$ cat src/rtl/arb_pkg.sv
`default_nettype none
// ============================================================================
//  arb_pkg : shared constants and state encoding for the 4-way RR arbiter
//  Revision: 1.0
// ============================================================================
package arb_pkg;

    localparam int NREQ             = 4;
    localparam int SELW             = 2;
    localparam int DEFAULT_MAX_HOLD = 4;

    typedef enum logic {
        IDLE  = 1'b0,
        GRANT = 1'b1
    } state_t;

endpackage : arb_pkg
`default_nettype wire

$ cat src/rtl/mux4_1.sv
`default_nettype none
// ============================================================================
//  mux4_1 : 1-bit 4:1 multiplexer shared by the operand-select path
//  Revision: 1.0
// ============================================================================
module mux4_1 (
    input  logic       a,
    input  logic       b,
    input  logic       c,
    input  logic       d,
    input  logic [1:0] S,
    output logic       Y
);

    always_comb begin
        Y = 1'b0;
        case (S)
            2'd0:    Y = a;
            2'd1:    Y = b;
            2'd2:    Y = c;
            default: Y = d;
        endcase
    end

endmodule : mux4_1
`default_nettype wire

$ cat src/rtl/rr_pick4.sv
`default_nettype none
// ============================================================================
//  rr_pick4 : first set bit of cand, searching ptr, ptr+1, ptr+2, ptr+3 mod 4
//  Revision: 1.0
// ============================================================================
module rr_pick4
    import arb_pkg::*;
(
    input  logic [NREQ-1:0] cand,
    input  logic [SELW-1:0] ptr,
    output logic            any,
    output logic [SELW-1:0] idx
);

    // Walk from the farthest offset back to ptr so the nearest hit wins.
    always_comb begin
        any = 1'b0;
        idx = '0;
        for (int k = NREQ - 1; k >= 0; k--) begin
            if (cand[ptr + SELW'(k)]) begin
                any = 1'b1;
                idx = ptr + SELW'(k);
            end
        end
    end

endmodule : rr_pick4
`default_nettype wire

$ cat src/rtl/arb4_rr_mux.sv
`default_nettype none
// ============================================================================
//  arb4_rr_mux : round-robin arbiter with bounded hold driving a shared 4:1 mux
//  Revision: 1.0
// ============================================================================
module arb4_rr_mux
    import arb_pkg::*;
#(
    parameter int MAX_HOLD = DEFAULT_MAX_HOLD,
    parameter int CW       = 3
) (
    input  logic            clk,
    input  logic            reset,
    input  logic [NREQ-1:0] req,
    input  logic [NREQ-1:0] d,
    output logic [NREQ-1:0] gnt,
    output logic [SELW-1:0] sel,
    output logic            valid,
    output logic            out
);

    localparam logic [CW-1:0] c_max_hold = CW'(MAX_HOLD);
    localparam logic [CW-1:0] c_one      = CW'(1);

    state_t          r_state;
    logic [NREQ-1:0] r_gnt;
    logic [SELW-1:0] r_sel;
    logic            r_valid;
    logic [SELW-1:0] r_ptr;
    logic [CW-1:0]   r_hold_cnt;

    state_t          w_state_nxt;
    logic [NREQ-1:0] w_gnt_nxt;
    logic [SELW-1:0] w_sel_nxt;
    logic            w_valid_nxt;
    logic [SELW-1:0] w_ptr_nxt;
    logic [CW-1:0]   w_hold_nxt;

    logic [NREQ-1:0] w_others;
    logic [NREQ-1:0] w_cand;
    logic            w_owner_req;
    logic            w_at_max;
    logic            w_pick_any;
    logic [SELW-1:0] w_pick_idx;
    logic            w_take;
    logic            w_mux_y;

    // In GRANT the owner is masked out; on release its bit is already low,
    // so the same masked vector serves both release and forced rotation.
    assign w_others    = req & ~r_gnt;
    assign w_cand      = (r_state == GRANT) ? w_others : req;
    assign w_owner_req = req[r_sel];
    assign w_at_max    = (r_hold_cnt >= c_max_hold);

    rr_pick4 u_pick (
        .cand (w_cand),
        .ptr  (r_ptr),
        .any  (w_pick_any),
        .idx  (w_pick_idx)
    );

    always_comb begin
        w_state_nxt = r_state;
        w_gnt_nxt   = r_gnt;
        w_sel_nxt   = r_sel;
        w_valid_nxt = r_valid;
        w_ptr_nxt   = r_ptr;
        w_hold_nxt  = r_hold_cnt;
        w_take      = 1'b0;

        case (r_state)
            IDLE: begin
                if (w_pick_any) begin
                    w_take = 1'b1;
                end
            end
            GRANT: begin
                if (!w_owner_req) begin
                    if (w_pick_any) begin
                        w_take = 1'b1;
                    end else begin
                        w_state_nxt = IDLE;
                        w_gnt_nxt   = '0;
                        w_sel_nxt   = '0;
                        w_valid_nxt = 1'b0;
                        w_hold_nxt  = '0;
                    end
                end else if (w_at_max) begin
                    // Saturated hold: rotate as soon as anyone else shows up.
                    if (w_pick_any) begin
                        w_take = 1'b1;
                    end
                end else begin
                    w_hold_nxt = r_hold_cnt + c_one;
                end
            end
            default: begin
                w_state_nxt = IDLE;
                w_gnt_nxt   = '0;
                w_sel_nxt   = '0;
                w_valid_nxt = 1'b0;
                w_hold_nxt  = '0;
            end
        endcase

        if (w_take) begin
            w_state_nxt = GRANT;
            w_gnt_nxt   = NREQ'(1) << w_pick_idx;
            w_sel_nxt   = w_pick_idx;
            w_valid_nxt = 1'b1;
            w_hold_nxt  = c_one;
            w_ptr_nxt   = w_pick_idx + SELW'(1);
        end
    end

    always_ff @(posedge clk) begin
        if (reset) begin
            r_state    <= IDLE;
            r_gnt      <= '0;
            r_sel      <= '0;
            r_valid    <= 1'b0;
            r_ptr      <= '0;
            r_hold_cnt <= '0;
        end else begin
            r_state    <= w_state_nxt;
            r_gnt      <= w_gnt_nxt;
            r_sel      <= w_sel_nxt;
            r_valid    <= w_valid_nxt;
            r_ptr      <= w_ptr_nxt;
            r_hold_cnt <= w_hold_nxt;
        end
    end

    mux4_1 u_mux (
        .a (d[0]),
        .b (d[1]),
        .c (d[2]),
        .d (d[3]),
        .S (r_sel),
        .Y (w_mux_y)
    );

    assign gnt   = r_gnt;
    assign sel   = r_sel;
    assign valid = r_valid;
    assign out   = w_mux_y & r_valid;

endmodule : arb4_rr_mux
`default_nettype wire
$ cat config.mk
export PLATFORM = sky130hd
export DESIGN_NAME = arb4_rr_mux
export DESIGN_NICKNAME = d
export VERILOG_FILES = /design/src/rtl/arb_pkg.sv /design/src/rtl/mux4_1.sv /design/src/rtl/rr_pick4.sv /design/src/rtl/arb4_rr_mux.sv
export SDC_FILE = /design/constraint.sdc
export NUM_CORES = 1
export LEC_CHECK = 0
export BUFFER_PORTS_ARGS = -buffer_cell sky130_fd_sc_hd__buf_2
export CORE_MARGIN = 10
export CORE_UTILIZATION = 28
export DETAILED_ROUTE_END_ITERATION = 8
export PLACE_DENSITY = 0.55
export SLEW_MARGIN = 20
export SYNTH_ARGS = -nofsm -noshare
export SYNTH_HDL_FRONTEND = slang
export SYNTH_SLANG_ARGS = --single-unit
$ cat constraint.sdc
create_clock -name clk -period 3.4 [get_ports clk]
set_input_delay 0.34 -clock clk [delete_from_list [all_inputs] [get_ports clk]]
set_output_delay 0.34 -clock clk [all_outputs]
set_load 0.05 [all_outputs]
==> summary.md, run 1 <==
| Metric | Value |
|---|---|
| Via count of the first global-routing pass | 695 |
| CTS H-tree lvls | 1 |
| Least setup slack across all paths after layout | 1.36 ns |
| Post-CTS Setup Inserts | 0 |
| Count of unique library cells instantiated by Yosys | 34 |
| Area of the die | 5500 µm² |
| Combined area of all synthesized cells | 821 µm² |
| Iter 0 DRT Violations | 18 |
| Final setup violation count | 0 |
| RePlAce Congestion | 0.847 |
| Highest Clock Rate | 490 MHz |
| Max-slew headroom at the worst pin | 0.684 |
| Hold Crit Class | primary input to register |
| Layout cells sized above 1 | 0.216 |
| Clock sinks | 13 |
| Most used flip-flop cell after synthesis | dfxtp_1 |
| Detailed-route via count | 722 |
| EDFF count, synth | 0 |
| Setup WS pre-CTS | 1.37 ns |
| Maxcap violations | 0 |
| Critical-path maximum fanout | 11 |
| Horizontal die dimension | 74.1 µm |
| Number of storage elements in the synthesis netlist | 13 |
| Number of placement rows | 19 |
| Power per unit of standard cell area | 573 nW/µm² |
| Hold-fix buffer count after cts | 0 |
| Sum of net half-perimeters after detailed placement | 1530 µm |
| Worst-path clk slew | 0.09 ns |
| Root buf cell | clkbuf_4 |
| Post-synthesis cell count | 94 |
| Final number of max-transition violations | 0 |
| Global-route wire length before repair | 3300 µm |
| Wirelength, routed | 1980 µm |
| Fraction of synthesis flops using an asynchronous set or reset pin | 0 |
| TritonCTS clock tree | built |
| Net total in the final layout | 127 |
| Status | complete, no violations |
| Resized cells post-CTS | 0 |
| Aggregate global-route resource usage | 0.0755 |
| Kind of capture point of the worst setup path | register |
| Pleak | 0.418 nW |
| Leading cell types in the layout, fill and taps excluded | buf_2, dfxtp_1, inv_1 |
| Proportion of synthesized chip area in sequential cells | 0.317 |
| Die Span Y | 74.1 µm |
| Setup TNS Final | 0 ns |
| Pin count of the biggest net entering global routing | 19 |
| Arrival time of data at the critical path endpoint | 2.24 ns |
| Initial DRT Pass Iterations | 4 |
| Number of buffers added on ports | 17 |
| Final cycle utilization of the critical path | 0.600 |
| Mean number of vias per cell | 5.08 |
| Area growth from synthesis to layout | 16.2% |
| GRT overflow | 0 |
| Min Clock Period, post-route | 2.04 ns |
| Clk_lat worst skew | 0.28 ns |
| Wire length per cell | 14.0 µm |
| Number of diodes | 0 |
| Top-level I/O count | 18 |
| Worst Max-Slew Pin Slew | 0.472 ns |
| Post-Synthesis Mean Instance Area | 8.73 µm² |
| Number of nets with antenna violations after detailed routing | 0 |
| Antenna violations before repair | 0 |
| DRC violations left | 0 |
| Path type of the worst setup path | register to register |
| Kind of start point of the critical path | register |
| Area of the placeable core | 2780 µm² |
| Worst Path Required | 3.60 ns |
| Synthesized Nets | 109 |
| CTS Buf Count | 3 |
| Setup repair after global routing missed its margin | no |
| Skew final | 0.00360 ns |
| Longest Clk Path Bufs | 2 |
| Final count of hold timing violations | 0 |
| Total number of yosys warnings | 0 |
| Most common library cell in the layout ignoring fill and taps | buf_2 |
| Overall power | 0.546 mW |
| Worst voltage drop across the vdd grid | 0.283 mV |
| Starting Density | 0.295 |
cell usage after synthesis (all sizes together) (2+ instances only):
library cell	number	area [µm²]
a21boi	3	22.5
a21oi	6	30.0
a32oi	2	17.5
and2	2	12.5
buf	3	13.8
dfxtp	13	260
ha	5	62.6
inv	10	37.5
mux2	2	22.5
mux2i	3	30.0
nand2	8	30.0
nand2b	7	43.8
nor2	6	22.5
o21ai	2	10.0
o32ai	5	43.8
flip-flops by register name (all words and copies together) (netlist names):
| name | flops |
|---|---|
| r_state | 1 |
| sel | 2 |
| r_ptr | 2 |
| valid | 1 |
| gnt | 4 |
| r_hold_cnt | 3 |
kinds of logic after synthesis:
logic type,after synthesis,share of synthesized area
AOI/OAI and AO/OA,26,0.253
buffers and inverters,14,0.0671
muxes,6,0.0915
adders and majority gates,5,0.0762
and+or+nand+nor,30,0.195
DFF,13,0.317
final cells by class:
class                           count  area, µm²
Multi-Input combinational cell     67        505
Sequential cell                    13        260
Timing Repair Buffer               17       85.1
Tap cell                           31       38.8
Fill cell                         294       1830
Clock buffer                        4       26.3
Inverter                           10       37.5
worst max-delay path, cell delays in order, from the launching register on:
cell and delay [ns]:
dfxtp_1 0.52, a21boi_0 0.23, mux2i_1 0.18, nor2_1 0.07, a211oi_1 0.43, ha_1 0.23
inv_1 0.05, o32ai_1 0.24
final timing paths:
path / slack, ns / depth (start not counted) / startpoint / end
setup / recovery: 1.36 / 7 / r_state$_SDFF_PP0_ / gnt[1]$_SDFFE_PP0P_
setup reg to reg: 1.36 / 7 / r_state$_SDFF_PP0_ / gnt[1]$_SDFFE_PP0P_
hold reg to reg: 0.48 / 2 / valid$_SDFFE_PP0P_ / valid$_SDFFE_PP0P_
hold / removal: 0.42 / 2 / reset / r_ptr[1]$_SDFFE_PP0P_
per-stage QoR:
stage                     instance area (µm²)  hold slack, ns  utilization  instances
after CTS                                 953           0.410        0.343        142
after floorplan                           821           0.470            -         94
after detailed placement                  927           0.470        0.333        138
after global placement                    927           0.459        0.333        138
after global routing                      953           0.431        0.343        142
final                                     953           0.416        0.343        142
power breakdown:
| group | internal [mW] | total [mW] | switching (mW) |
|---|---|---|---|
| Clock | 0.0456 | 0.102 | 0.0561 |
| Combinational | 0.0840 | 0.238 | 0.154 |
| Sequential | 0.178 | 0.207 | 0.0289 |
per-layer routing:
metal | vias up | global-route usage | wire length (µm)
li1 | 370 | - | -
met1 | 332 | 0.0931 | 877
met2 | 16 | 0.124 | 1010
met3 | 4 | 0.0160 | 69
met4 | 0 | 0.0311 | 30
met5 | - | 0 | 0
(Power assumes the default switching activity.)
==> inputs of run 2 (changes only) <==
--- a/config.mk
+++ b/config.mk
@@ -9,7 +9,7 @@
 export CORE_MARGIN = 10
 export CORE_UTILIZATION = 28
 export DETAILED_ROUTE_END_ITERATION = 8
-export PLACE_DENSITY = 0.55
+export PLACE_DENSITY = 0.56
 export SLEW_MARGIN = 20
 export SYNTH_ARGS = -nofsm -noshare
 export SYNTH_HDL_FRONTEND = slang
==> constraint.sdc (replaced) <==
create_clock -name clk -period 1.86 [get_ports clk]
set_input_delay 0.186 -clock clk [delete_from_list [all_inputs] [get_ports clk]]
set_output_delay 0.186 -clock clk [all_outputs]
set_load 0.05 [all_outputs]
==> run 2 against run 1 <==
Final cell count is 4.2% higher; sequential share of layout area decreased by 1.1 points; global-route usage up 0.24 points; routed wire length grew 3.6%; non-clock buffer count up 6; sequential cell count unchanged; critical path depth grew 2; clock power up 76%; hold slack lost 0.15 ns; worst setup slack worse by 1.3 ns; sequential power up 83%; maximum frequency rose by 15%; critical endpoint unchanged.
==> summary.md, run 2 (synthesis results as in run 1) <==
| Metric | Value |
|---|---|
| Status | complete, no violations |
| Setup TNS Final | 0 ns (unchanged) |
| Hold Crit Class | primary input to register |
| Wire length per cell | 13.9 µm (-0.57%) |
| GRT overflow | 0 (unchanged) |
| Most common library cell in the layout ignoring fill and taps | buf_2 |
| Skew final | 0.00391 ns (+0.000309 ns) |
| RePlAce Congestion | 0.782 (-7.6%) |
| CTS Buf Count | 3 (unchanged) |
| Pin count of the biggest net entering global routing | 19 (unchanged) |
| Max-slew headroom at the worst pin | 0.794 (+0.110) |
| Longest Clk Path Bufs | 2 (unchanged) |
| Maxcap violations | 0 (unchanged) |
| Detailed-route via count | 760 (+5.3%) |
| Antenna violations before repair | 0 (unchanged) |
| Iter 0 DRT Violations | 33 (+15) |
| Area of the die | 5500 µm² (unchanged) |
| Most frequent cell on the critical path | buf_4 |
| Sum of net half-perimeters after detailed placement | 1630 µm (+6.4%) |
| Via count of the first global-routing pass | 722 (+3.9%) |
| Final Non-Filler Cells | 148 (+4.2%) |
| Final cycle utilization of the critical path | 0.953 (+0.353) |
| TritonCTS clock tree | built |
| Core occupancy in the finished layout | 0.366 (+0.0234) |
| Worst Path Required | 2.05 ns (-1.55 ns) |
| Worst stage delay on the critical path | 0.37 ns (-0.15 ns) |
| Wirelength, routed | 2060 µm (+3.6%) |
| Number of placement rows | 19 (unchanged) |
| Worst path cell trace | a21boi_1 > buf_4 > mux2i_1 > nor2_1 > a211oi_1 > buf_4 > ha_1 > inv_1 > o32ai_2 |
| Buffers and inverters on the worst path | 3 (+2) |
| Setup repair after global routing missed its margin | no |
| Worst-path clk slew | 0.08 ns (about the same) |
| Final count of hold timing violations | 0 (unchanged) |
| CTS H-tree lvls | 1 (unchanged) |
| Kind of capture point of the worst setup path | register |
| Cell depth of the worst hold path | 2 (unchanged) |
| Destination of the worst hold path | r_ptr[1]$_SDFFE_PP0P_ |
| Final setup violation count | 0 (unchanged) |
| Initial DRT Pass Iterations | 4 (unchanged) |
| Origin of the worst min-delay path | reset |
| Kind of start point of the critical path | register |
| Pleak | 0.455 nW (+8.9%) |
| Number of flip-flops in the largest register | 4 (unchanged) |
| Final number of max-transition violations | 0 (unchanged) |
| Cell with the largest stage delay on the worst path | dfxtp_2 |
| Kind of cell adding the most delay to the critical path | compound AO/OA/AOI/OAI gates |
| Number of buffers added on ports | 17 (unchanged) |
| Net total in the final layout | 133 (+4.7%) |
| Die Span Y | 74.1 µm (unchanged) |
| Critical-path maximum fanout | 5 (-6) |
| Source of the worst register-to-register timing path | r_state$_SDFF_PP0_ |
| Worst Max-Slew Pin Slew | 0.301 ns (-0.171 ns) |
| Power per unit of standard cell area | 1030 nW/µm² (+79%) |
| Leading cell types in the layout, fill and taps excluded | buf_2, inv_1, nand2_1, dfxtp_1, nand2b_1 |
| Depth of the worst register-to-register path | 9 (+2) |
| Starting Density | 0.295 (unchanged) |
| Cell count after placement | 144 (+4.3%) |
| Min Clock Period, post-route | 1.77 ns (-0.267 ns) |
| Number of diodes | 0 (unchanged) |
| Register-to-register setup slack | 0.09 ns (-1.27 ns) |
| FF-to-FF End | gnt[1]$_SDFFE_PP0P_ |
| Aggregate global-route resource usage | 0.0779 (+0.00240) |
| Layout cells sized above 1 | 0.316 (+0.100) |
| Worst voltage drop across the vdd grid | 0.420 mV (+48%) |
| Area growth from synthesis to layout | 24.1% |
| Mean number of vias per cell | 5.14 (+1.0%) |
| Horizontal die dimension | 74.1 µm (unchanged) |
| Arrival time of data at the critical path endpoint | 1.96 ns (-0.28 ns) |
| Number of nets with antenna violations after detailed routing | 0 (unchanged) |
| Path type of the worst setup path | register to register |
| Clock sinks | 13 (unchanged) |
| Area of the placeable core | 2780 µm² (unchanged) |
| Highest Clock Rate | 564 MHz (+15%) |
| Clk_lat worst skew | 0.28 ns (about the same) |
| Global-route wire length before repair | 3310 µm (+0.42%) |
| Top-level I/O count | 18 (unchanged) |
| DRC violations left | 0 (unchanged) |
| Overall power | 1.05 mW (+91%) |
| Root buf cell | clkbuf_4 |
run 2: changes by cell type in the layout (fill, tap and decap cells not counted), sizes merged:
cell	before	now
buf	17	23
run 2: worst max path at each step:
stage / from / end / slack, ns / cells past startpoint
after detailed placement: r_state$_SDFF_PP0_ / r_ptr[1]$_SDFFE_PP0P_ / 0.05 / 9
after global placement: r_state$_SDFF_PP0_ / gnt[1]$_SDFFE_PP0P_ / 0.05 / 9
final: r_state$_SDFF_PP0_ / gnt[1]$_SDFFE_PP0P_ / 0.09 / 9
after global routing: r_state$_SDFF_PP0_ / gnt[1]$_SDFFE_PP0P_ / 0.004 / 9
after CTS: r_state$_SDFF_PP0_ / gnt[1]$_SDFFE_PP0P_ / 0.02 / 9
after floorplan: sel[1]$_SDFFE_PP0P_ / r_ptr[0]$_SDFFE_PP0P_ / -0.001 / 5
run 2: power by group:
part           internal, mW  leakage, nW  switching, mW
registers             0.330        0.109         0.0474
clock network        0.0833       0.0150         0.0966
logic                 0.188        0.331          0.300
total                 0.602        0.455          0.444
run 2: repair_timing:
action | CTS | global route
hold buffers | 0 | 0
gates resized for setup | 1 | 7
setup endpoints to repair | 1 | 6
buffers inserted | 0 | 0
run 2: area by class of cell:
type | count | area, µm²
Sequential cell | 13 | 267
Tap cell | 31 | 38.8
Timing Repair Buffer | 23 | 130
Multi-Input combinational cell | 67 | 519
Fill cell | 296 | 1760
Clock buffer | 4 | 26.3
Inverter | 10 | 37.5
run 2: metal layers:
layer	up-vias	routed length [µm]	global-route usage
met2	9	1140	0.140
li1	382	-	-
met4	0	10	0.0248
met1	367	829	0.0777
met5	-	0	0
met3	2	72	0.0359
run 2: worst reg2reg max path: stages (launching register included):
cell	delay [ns]
dfxtp_2	0.37
a21boi_1	0.08
buf_4	0.14
mux2i_1	0.13
nor2_1	0.07
a211oi_1	0.26
buf_4	0.17
ha_1	0.14
inv_1	0.05
o32ai_2	0.27
run 2: stage by stage:
stage / cell area, µm² / setup slack, ns / hold slack (ns)
after floorplan: 825 / -0.00108 / 0.470
after global placement: 976 / 0.0494 / 0.465
after detailed placement: 976 / 0.0500 / 0.474
after CTS: 1010 / 0.0196 / 0.252
after global routing: 1020 / 0.00372 / 0.269
final: 1020 / 0.0880 / 0.263
==> inputs of run 3 (changes only) <==
--- a/config.mk
+++ b/config.mk
@@ -9,6 +9,7 @@
 export CORE_MARGIN = 10
 export CORE_UTILIZATION = 28
 export DETAILED_ROUTE_END_ITERATION = 8
+export MAX_ROUTING_LAYER = met4
 export PLACE_DENSITY = 0.56
 export SLEW_MARGIN = 20
 export SYNTH_ARGS = -nofsm -noshare
==> run 3 against run 2 <==
Sequential share of layout area unchanged; combinational power about the same; cell area unchanged; count of clock-buffer cells in the layout unchanged; global-route usage up 0.15 points; maximum frequency up 0.34%; hold slack worse by 0.0028 ns; non-clock buffer count unchanged; register-to-register slack about the same; core utilization unchanged; final cell count unchanged; sequential cell count unchanged; critical endpoint unchanged; largest power group unchanged; highest routed layer unchanged.
==> summary.md, run 3 (synthesis results as in run 1) <==
| Metric | Value |
|---|---|
| Status | complete, no violations |
| CTS H-tree lvls | 1 (unchanged) |
| Logic gate share of total power | 0.467 (about the same) |
| Die Span Y | 74.1 µm (unchanged) |
| Worst voltage drop across the vdd grid | 0.420 mV (about the same) |
| Cell Int Power | 0.602 mW (about the same) |
| Source of the worst register-to-register timing path | r_state$_SDFF_PP0_ |
| Power per unit of standard cell area | 1030 nW/µm² (+0.14%) |
| GRT overflow | 0 (unchanged) |
| Worst stage delay on the critical path | 0.37 ns (about the same) |
| Kind of start point of the critical path | register |
| Clock share of power | 0.172 (about the same) |
| Fillers | 296 (unchanged) |
| Aggregate global-route resource usage | 0.0794 (+0.00150) |
| Most common library cell in the layout ignoring fill and taps | buf_2 |
| Cell with the largest stage delay on the worst path | dfxtp_2 |
| Worst Path Required | 2.05 ns (about the same) |
| Number of buffers added on ports | 17 (unchanged) |
| Cell depth of the worst hold path | 2 (unchanged) |
| Skew final | 0.00470 ns (+0.000792 ns) |
| Origin of the worst min-delay path | reset |
| CTS Buf Count | 3 (unchanged) |
| Highest Clock Rate | 566 MHz (+0.34%) |
| Post-CTS Setup Inserts | 0 (unchanged) |
| Resized cells post-CTS | 1 (unchanged) |
| TritonCTS clock tree | built |
| Area of the die | 5500 µm² (unchanged) |
| Overall power | 1.05 mW (+0.14%) |
| Switching component of the power | 0.445 mW (+0.31%) |
| Final count of hold timing violations | 0 (unchanged) |
| Number of nets with antenna violations after detailed routing | 0 (unchanged) |
| Global-route wire length before repair | 3300 µm (-0.42%) |
| Area occupied by multi-input gates | 519 µm² (unchanged) |
| Worst Max-Slew Pin Slew | 0.305 ns (+0.00420 ns) |
| Wirelength, routed | 2060 µm (+0.34%) |
| Iter 0 DRT Violations | 28 (-15%) |
| Final number of max-transition violations | 0 (unchanged) |
| Destination of the worst hold path | r_ptr[1]$_SDFFE_PP0P_ |
| Maxcap violations | 0 (unchanged) |
| Wire length per cell | 13.9 µm (+0.34%) |
| Antenna violations before repair | 0 (unchanged) |
| Switching fraction of total power | 0.425 (+0.000712) |
| Root buf cell | clkbuf_4 |
| DP Area | 976 µm² (unchanged) |
| Path type of the worst setup path | register to register |
| Clock sinks | 13 (unchanged) |
| Via count of the first global-routing pass | 724 (+0.28%) |
| Number of placement rows | 19 (unchanged) |
| Arrival time of data at the critical path endpoint | 1.96 ns (about the same) |
| Detailed-route via count | 781 (+2.8%) |
| Min Clock Period, post-route | 1.77 ns (-0.00601 ns) |
| Initial DRT Pass Iterations | 5 (+1) |
| FF-to-FF End | gnt[1]$_SDFFE_PP0P_ |
| Cell count after placement | 144 (unchanged) |
| Critical-path maximum fanout | 5 (unchanged) |
| Depth of the worst register-to-register path | 9 (unchanged) |
| Longest Clk Path Bufs | 2 (unchanged) |
| Final cycle utilization of the critical path | 0.949 (-0.00323) |
| Number of flip-flops in the largest register | 4 (unchanged) |
| Hold Crit Class | primary input to register |
| Post-route cell area | 1020 µm² (unchanged) |
| Layout cells sized above 1 | 0.316 (unchanged) |
| Mean number of vias per cell | 5.28 (+2.8%) |
| DRC violations left | 0 (unchanged) |
| Max-slew headroom at the worst pin | 0.791 (-0.00288) |
| Starting Density | 0.295 (unchanged) |
| Area growth from synthesis to layout | 24.1% (unchanged) |
| Leading cell types in the layout, fill and taps excluded | buf_2, inv_1, nand2_1, dfxtp_1, nand2b_1 |
| Sum of net half-perimeters after detailed placement | 1630 µm (unchanged) |
| Horizontal die dimension | 74.1 µm (unchanged) |
| Kind of capture point of the worst setup path | register |
| Area of all sequential standard cells | 267 µm² (unchanged) |
| Part of the power in registers | 0.361 (about the same) |
| Number of diodes | 0 (unchanged) |
| Net total in the final layout | 133 (unchanged) |
| Setup repair after global routing missed its margin | no |
| Area of the placeable core | 2780 µm² (unchanged) |
| Pleak | 0.455 nW (unchanged) |
| Register-to-register setup slack | 0.09 ns (about the same) |
| Core occupancy in the finished layout | 0.366 (unchanged) |
| Worst path cell trace | a21boi_1 > buf_4 > mux2i_1 > nor2_1 > a211oi_1 > buf_4 > ha_1 > inv_1 > o32ai_2 |
| RePlAce Congestion | 0.793 (+1.4%) |
| Pin count of the biggest net entering global routing | 19 (unchanged) |
| Clk_lat worst skew | 0.28 ns (about the same) |
| Final Non-Filler Cells | 148 (unchanged) |
| Setup TNS Final | 0 ns (unchanged) |
| Top-level I/O count | 18 (unchanged) |
| Most frequent cell on the critical path | buf_4 |
| Final setup violation count | 0 (unchanged) |
| Hold-fix buffer count after cts | 0 (unchanged) |
| Worst-path clk slew | 0.08 ns (about the same) |
## run 3: critical path: cells and delay by family (launching register included)
family,cells,cell delay [ns]
buf+inv,3,0.36
simple gates,1,0.07
fa+ha+maj,1,0.14
mux,1,0.13
compound gates,3,0.61
flops,1,0.37
## run 3: final cells by class
class | count | share of cell area
sequential | 13 | 0.262
timing repair buffer | 23 | 0.128
tap | 31 | 0.0381
clock buffer | 4 | 0.0258
multi-input combinational | 67 | 0.510
inverter | 10 | 0.0369
## run 3: layer usage
layer | vias to the layer above | GRT usage | part of all wire
met5 | - | - | 0
met2 | 16 | 0.140 | 0.55
met4 | 0 | 0.0248 | 0.0058
met1 | 378 | 0.0777 | 0.40
met3 | 4 | 0.0319 | 0.043
li1 | 383 | - | -
## run 3: how the worst max path moves through the flow
stage | from | to | cells after the start
floorplan | sel[1]$_SDFFE_PP0P_ | r_ptr[0]$_SDFFE_PP0P_ | 5
global placement | r_state$_SDFF_PP0_ | gnt[1]$_SDFFE_PP0P_ | 9
detailed placement | r_state$_SDFF_PP0_ | r_ptr[1]$_SDFFE_PP0P_ | 9
CTS | r_state$_SDFF_PP0_ | gnt[1]$_SDFFE_PP0P_ | 9
global route | r_state$_SDFF_PP0_ | gnt[1]$_SDFFE_PP0P_ | 9
finish | r_state$_SDFF_PP0_ | gnt[1]$_SDFFE_PP0P_ | 9
## run 3: stage by stage
step / setup WS, ns / hold WS, ns
after floorplan: -0.00108 / 0.470
after global placement: 0.0494 / 0.465
after detailed placement: 0.0500 / 0.474
after CTS: 0.0196 / 0.252
after global routing: 0.00370 / 0.274
final: 0.0940 / 0.260
## run 3: power groups by stage
stage	Combinational [mW]	Clock (mW)	Sequential, mW
floorplan	0.252	0	0.469
CTS	0.489	0.186	0.374
global route	0.537	0.203	0.387
detailed placement	0.479	0	0.381
global placement	0.472	0	0.378
finish	0.489	0.180	0.378
